`src/rtl/fifo_fwft_thresh.sv`:
```
// First-word-fall-through FIFO of any depth >= 2, with occupancy count, threshold flags, flush and error pulses.
// Write-to-dout latency is one cycle; writes while full (without a read) are dropped and flagged.
module fifo_fwft_thresh #(
  parameter int NUM_ENTRIES   = 64,
  parameter int DATA_W        = 16,
  parameter int AFULL_THRESH  = NUM_ENTRIES - 4,
  parameter int AEMPTY_THRESH = 4,
  parameter int CNT_W         = $clog2(NUM_ENTRIES + 1)
) (
  input  logic              clk_i,
  input  logic              rst_i,
  input  logic              flush_i,
  input  logic              write_i,
  input  logic [DATA_W-1:0] din_i,
  output logic              full_o,
  output logic              almost_full_o,
  input  logic              read_i,
  output logic [DATA_W-1:0] dout_o,
  output logic              empty_o,
  output logic              almost_empty_o,
  output logic [CNT_W-1:0]  count_o,
  output logic              overflow_o,
  output logic              underflow_o
);

  localparam int PTR_W = (NUM_ENTRIES > 1) ? $clog2(NUM_ENTRIES) : 1;

  if (NUM_ENTRIES < 2) begin : g_bad_depth
    $error("fifo_fwft_thresh: NUM_ENTRIES must be >= 2");
  end
  if (AFULL_THRESH < 1 || AFULL_THRESH > NUM_ENTRIES) begin : g_bad_afull
    $error("fifo_fwft_thresh: AFULL_THRESH out of range 1..NUM_ENTRIES");
  end
  if (AEMPTY_THRESH < 0 || AEMPTY_THRESH > NUM_ENTRIES - 1) begin : g_bad_aempty
    $error("fifo_fwft_thresh: AEMPTY_THRESH out of range 0..NUM_ENTRIES-1");
  end

  logic [DATA_W-1:0] mem [NUM_ENTRIES];
  logic [PTR_W-1:0]  wptr;
  logic [PTR_W-1:0]  rptr;
  logic [CNT_W-1:0]  count;
  logic              wr_acc;
  logic              rd_acc;

  // Pointers wrap explicitly so non-power-of-two depths work.
  function automatic logic [PTR_W-1:0] ptr_inc(input logic [PTR_W-1:0] p);
    return (p == PTR_W'(NUM_ENTRIES - 1)) ? '0 : p + PTR_W'(1);
  endfunction

  assign full_o         = (count == CNT_W'(NUM_ENTRIES));
  assign empty_o        = (count == '0);
  assign almost_full_o  = (count >= CNT_W'(AFULL_THRESH));
  assign almost_empty_o = (count <= CNT_W'(AEMPTY_THRESH));
  assign count_o        = count;
  assign dout_o         = mem[rptr];

  assign wr_acc = write_i & (~full_o | read_i);
  assign rd_acc = read_i & ~empty_o;

  always_ff @(posedge clk_i) begin
    if (wr_acc && !flush_i && !rst_i) begin
      mem[wptr] <= din_i;
    end
  end

  always_ff @(posedge clk_i) begin
    if (rst_i || flush_i) begin
      wptr        <= '0;
      rptr        <= '0;
      count       <= '0;
      overflow_o  <= 1'b0;
      underflow_o <= 1'b0;
    end else begin
      overflow_o  <= write_i & ~wr_acc;
      underflow_o <= read_i & ~rd_acc;
      if (wr_acc) begin
        wptr <= ptr_inc(wptr);
      end
      if (rd_acc) begin
        rptr <= ptr_inc(rptr);
      end
      if (wr_acc && !rd_acc) begin
        count <= count + CNT_W'(1);
      end else if (rd_acc && !wr_acc) begin
        count <= count - CNT_W'(1);
      end
    end
  end

endmodule

```
`config.mk`:
```
export PLATFORM = sky130hd
export DESIGN_NAME = fifo_fwft_thresh
export DESIGN_NICKNAME = d
export VERILOG_FILES = /design/src/rtl/fifo_fwft_thresh.sv
export SDC_FILE = /design/constraint.sdc
export NUM_CORES = 1
export LEC_CHECK = 0
export BUFFER_PORTS_ARGS = -buffer_cell sky130_fd_sc_hd__clkbuf_2
export CORE_UTILIZATION = 60
export CTS_CLUSTER_SIZE = 10
export DETAILED_ROUTE_END_ITERATION = 16
export PLACE_DENSITY = 0.87
export SLEW_MARGIN = 20
export SYNTH_ARGS = -nofsm -noshare
export SYNTH_HDL_FRONTEND = slang
export SYNTH_SLANG_ARGS = --single-unit
```
`constraint.sdc`:
```
create_clock -name clk_i -period 3.9 [get_ports clk_i]
set_clock_uncertainty 0.2 [all_clocks]
set_input_delay 0.39 -clock clk_i [delete_from_list [all_inputs] [get_ports clk_i]]
set_output_delay 0.39 -clock clk_i [all_outputs]
set_load 0.03 [all_outputs]
```
# Word level (Yosys, flattened, before mapping)
# Memories as Yosys holds them, arrays and structs flattened. A register that Yosys moved wholly into a read port is not among the register bits.
# Cells that the tools add are included.
# W data, S select, Z words.
word_totals:
  ram_bits: 1024
  mem_bits_ro: 0
  out_inout_bits: 29
  latchBits: 0
  n_memories: 1
  ff_bits: 21
  elab_cells: 43
memory_table:
  columns: ["name", "depth", "word_bits", "read_ports", "rd_ports_with_merged_regs", "wr", "line_no", "text"]
  rows:
  - ["mem", 64, 16, 1, 1, 1, "38", "logic [DATA_W-1:0] mem [NUM_ENTRIES];"]
op_classes:
  mul: 0
  eq_ne: 3
  bitwise_logic: 9
  n_shift: 0
  n_lt_le_gt_ge: 2
  div: 0
  reduce_logical: 11
  mux: 8
  n_addsub: 4
ops:
  columns: ["operator", "count"]
  rows:
  - ["$mux W6", 4]
  - ["$mux W7", 2]
  - ["$add A6 B1 Y6 const B", 2]
  - ["$eq A6 B6 Y1 const B", 2]
  - ["$add A7 B1 Y7 const B", 1]
  - ["$eq A7 B7 Y1 const B", 1]
  - ["$ge A7 B6 Y1 const B", 1]
  - ["$le A7 B3 Y1 const B", 1]
  - ["$logic_not A7 Y1", 1]
  - ["$sub A7 B1 Y7 const B", 1]
  - ["$and A1 B1 Y1", 4]
  - ["$logic_and A1 B1 Y1", 4]
  - ["$logic_not A1 Y1", 4]
  - ["$not A1 Y1", 4]
  - ["$mux W1", 2]
  - ["$reduce_bool A2 Y1", 1]
  - ["$logic_or A1 B1 Y1", 1]
  - ["$or A1 B1 Y1", 1]

# Logic depth before layout (Yosys ltp)
depth:
  word_depth: 8
  depth_mapped: 13
  ltp_nobuf: 11

# Worst setup path after synthesis
# No wires, ideal clock.
synth_timing:
  path_type: "register to register"
  start: "register count[3] (netlist: count_o[3])"
  end: "register count[6] (netlist: count_o[6])"
  setup_slack_ns: 0.328
  path_buffers: 2
  t_required_ns: 3.579
  arrival_ns: 3.251
  period_less_slack_ns: 3.572
  stages_incl_launch_ff: 14
  cell_sequence: "dfxtp_1 or3_1 clkbuf_1 o41ai_1 clkbuf_1 inv_1 ha_1 inv_1 ha_1 a21o_1 a21oi_1 o21ai_0 nand4_1 mux2_2"
synth_via:
  elab_chain_cells: 7
  word_cells_on_any_way: 16
  cone_classes: "add/sub (2); eq/ne (1); mux (2); bitwise (5); reduce/logical (6)"
synth_lines:
  columns: ["item", "line_no", "text"]
  rows:
  - ["from (decl)", "41", "logic [CNT_W-1:0] count;"]
  - ["from (signal assigned)", "83", "count <= count + CNT_W'(1);"]
  - ["from (signal assigned)", "85", "count <= count - CNT_W'(1);"]
  - ["$eq A7 B7 Y1 (*)", "50", "assign full_o = (count == CNT_W'(NUM_ENTRIES));"]
  - ["$not A1 Y1 (*)", "57", "assign wr_acc = write_i & (~full_o | read_i);"]
  - ["$or A1 B1 Y1 (*)", "57", null]
  - ["$and A1 B1 Y1 (*)", "57", null]
  - ["net wr_acc", "42", "logic wr_acc;"]
  - ["$logic_not A1 Y1", "84", "end else if (rd_acc && !wr_acc) begin"]
  - ["$logic_and A1 B1 Y1", "84", null]
  - ["$reduce_bool A2 Y1 (no source line)", null, null]
# Mark *: on every way through the listed nets, which the timed path passes. The rest lies on a longest branch. The select of a mux whose other input is x is not followed.
# A chain may end at the register's enable or synchronous reset.

==> reports/results.ini <==
[yosys]
syn_avg_cell_area_sq_um = 21.4
ys_async_sr_fraction_pct = 0
ys_seq_elements = 1051
ys_seq_area_share_pct = 76.7
synth_fa_ha_area_share_pct = 0.325
mappedNetlistArea_sq_um = 40800
ys_warn_count = 0
synth.most_common_cell = edfxtp_1
syn_nets = 1941
ys.flop_type = edfxtp_1
synth-xor-area-share_pct = 0.215
synth_top_area_share_pct = 75.4
synth-compound-area-share_pct = 2.82
synthMuxAreaShare_pct = 15.7
synth_top_family_by_area = multiplexers
yosys.area.top_type = edfxtp_1
synth_area_leaders = edfxtp_1 75%, mux4_2 12%, mux2i_1 2.3%, dfxtp_1 1.3%, nor2_1 0.97%
synth_edf_count = 1024
synth-simple-area-share_pct = 2.75
postSynthCellCount = 1910
synth_cell_type_count = 58
ys_top_cells_by_count = 1,024 x edfxtp_1, 225 x mux4_2, 105 x nor2_1, 92 x mux2i_1, 38 x buf_2

[place]
place_hpwl_microns = 58700
place_congestion = 0.907
port_buffers = 49

[die]
rows = 95
core_sq_um = 67300
die_w_microns = 263
die_area_sq_um = 69100
io_pins = 50
fp.dieH_microns = 263
initial_utilization_pct = 60.7

[status]
violations = negative setup slack
status = finished with violations

[drt]
vias = 21654
wl_per_cell_microns = 35.0
vias_per_cell = 7.15
drc = 0
wirelength_microns = 106000
drt_first_pass_iters = 6
drtIter0Drc = 3350
final_antenna_net_count = 0

[sta]
max_freq_mhz = 254
drv_slew = 0
timing.final.crit_share_pct = 101
post-route-min-period_ns = 3.93
hold_slack_ns = 0.0735
hold_viol_final = 0
slew_headroom_pct = 20.1
fin_ws_ns = -0.0317
worst_pin_slew_ns = 1.20
setup_viol = 1
rsz0062_at_grt = true

[grt]
grt_pass1_vias = 22169
overflow = 0
grt_pass1_wl_microns = 151000
antenna_found_initial = 3
grt_max_degree = 65
grt_usage_pct = 30.9

[final_layout]
areaGrowthSynthToFinish_pct = 13.4
nets = 2153
drive_gt1_share_pct = 26.8
finish.utilization_pct = 68.8

[critical_path]
critPathSlowestCell = a2111oi_0
crit_chain = buf_4 -> nor2b_1 -> a2111oi_0 -> o41ai_1 -> a211o_1 -> clkbuf_2
path_class = register to primary output
end_kind = primary output
crit_buf_inv = 2
worstSetupStartpointType = register
critPathRequiredTime_ns = 3.31
cpPeakStageDelay_ns = 0.87
critical_path.top_delay_family = compound AO/OA/AOI/OAI gates
cp_data_arrival_time_ns = 3.34
crit_fanout = 36

[clock_network]
clkLatencyLatePin_ns = 0.70
clockBufferDepth = 3
htree_levels = 3
cts.clk_slew.worst_paths_ns = 0.06
clockRootBuffer = clkbuf_16
clkSinkCount = 1051
cts_tree = yes
cts_buffers = 115

[pwr]
power.density_nw_per_um2 = 541
leakage_nw = 14.3
peakVddDrop_v = 0.000581
totalPowerFinal_mw = 25.1

[min_path]
min_path_type = primary input to register

[run]
drv_cap = 0

routing by layer:
metal / global-route usage [%] / wire length [microns]
met2: 50.7 / 52500
met3: 6.91 / 13400
met4: 14.2 / 5230
met5: 0 / 4
met1: 39.8 / 34700
registers in the layout, summed over array words and instances (netlist names), named ones only:
signal       flops
mem           1024
count_o          7
rptr             6
wptr             6
overflow_o       1
underflow_o      1
cell usage in the layout, fill, tap and decap left out, types with 7 or more instances in the layout:
cell / n
a211o_1: 9
a21oi_1: 14
a221oi_1: 30
a22o_1: 7
a22oi_1: 25
a31oi_1: 9
and3_1: 11
buf_12: 10
buf_4: 122
clkbuf_1: 25
clkbuf_16: 118
clkbuf_2: 41
dfxtp_1: 22
dlygate4sd3_1: 7
edfxtp_1: 1024
ha_1: 9
inv_1: 8
mux2i_1: 90
mux4_1: 14
mux4_2: 225
nand2_1: 27
nand3_1: 14
nor2_1: 96
nor2b_1: 27
nor3_1: 11
o21ai_0: 26
worst register-to-register path: stages (launching register included):
cell	delay, ns
dfxtp_1	0.37
or3_1	0.50
o31a_1	0.41
inv_1	0.18
ha_1	0.25
inv_1	0.18
fa_1	0.45
a21o_1	0.18
a21oi_1	0.30
nand4b_1	0.17
nand4_1	0.14
mux2_2	0.30
cell type report:
type                            instances  area [sq um]
Inverter                                8          30.0
Tap cell                              873          1090
Antenna cell                            2          5.00
Sequential cell                      1051         31300
Timing Repair Buffer                  198          1690
Clock inverter                          7           123
Fill cell                            3736         21000
Multi-Input combinational cell        748          9050
Clock buffer                          141          3000
worst paths after layout:
check | from | endpoint | slack, ns | cells after the start
setup reg to reg | count_o[3] | count_o[6] | 0.17 | 11
setup / recovery | register | dout_o[1] | -0.03 | 6
hold reg to reg | rptr[1] | register | 0.33 | 2
hold / removal | din_i[3] | mem[28][3] | 0.07 | 1
metrics by stage:
step	worst slack, ns	TNS (ns)	cell area (sq um)	std cells
2_1_floorplan	0.328	0	40800	1910
3_3_place_gp	0.255	0	42600	2855
3_5_place_dp	0.178	0	42600	2855
4_1_cts	-0.0334	-0.100	46000	3020
5_1_grt	-0.0566	-0.0948	46300	3026
6_report	-0.0317	-0.0317	46300	3028
repair_timing:
action	in CTS	in global routing
pin swaps	0	3
hold buffers	7	0
hold endpoints to repair	14	0
endpoints found under the setup margin	16	16
gates resized for setup	13	36
gates cloned	1	2
setup buffers	9	4
cells by family (layout without fill, tap and decap cells):
family | Yosys count | count (layout)
buffers and inverters | 111 | 354
XOR/XNOR | 10 | 10
other | 0 | 2
AND/OR/NAND/NOR | 234 | 234
adder cells (fa/ha/maj) | 10 | 10
multiplexers | 337 | 337
AO/OA/AOI/OAI | 157 | 157
flip-flops | 1051 | 1051
power breakdown:
part / internal, mW / switching (mW) / total, mW
logic: 1.35 / 1.72 / 3.08
clock network: 5.32 / 4.15 / 9.47
registers: 12.4 / 0.0721 / 12.5
(Power assumes the default switching activity.)
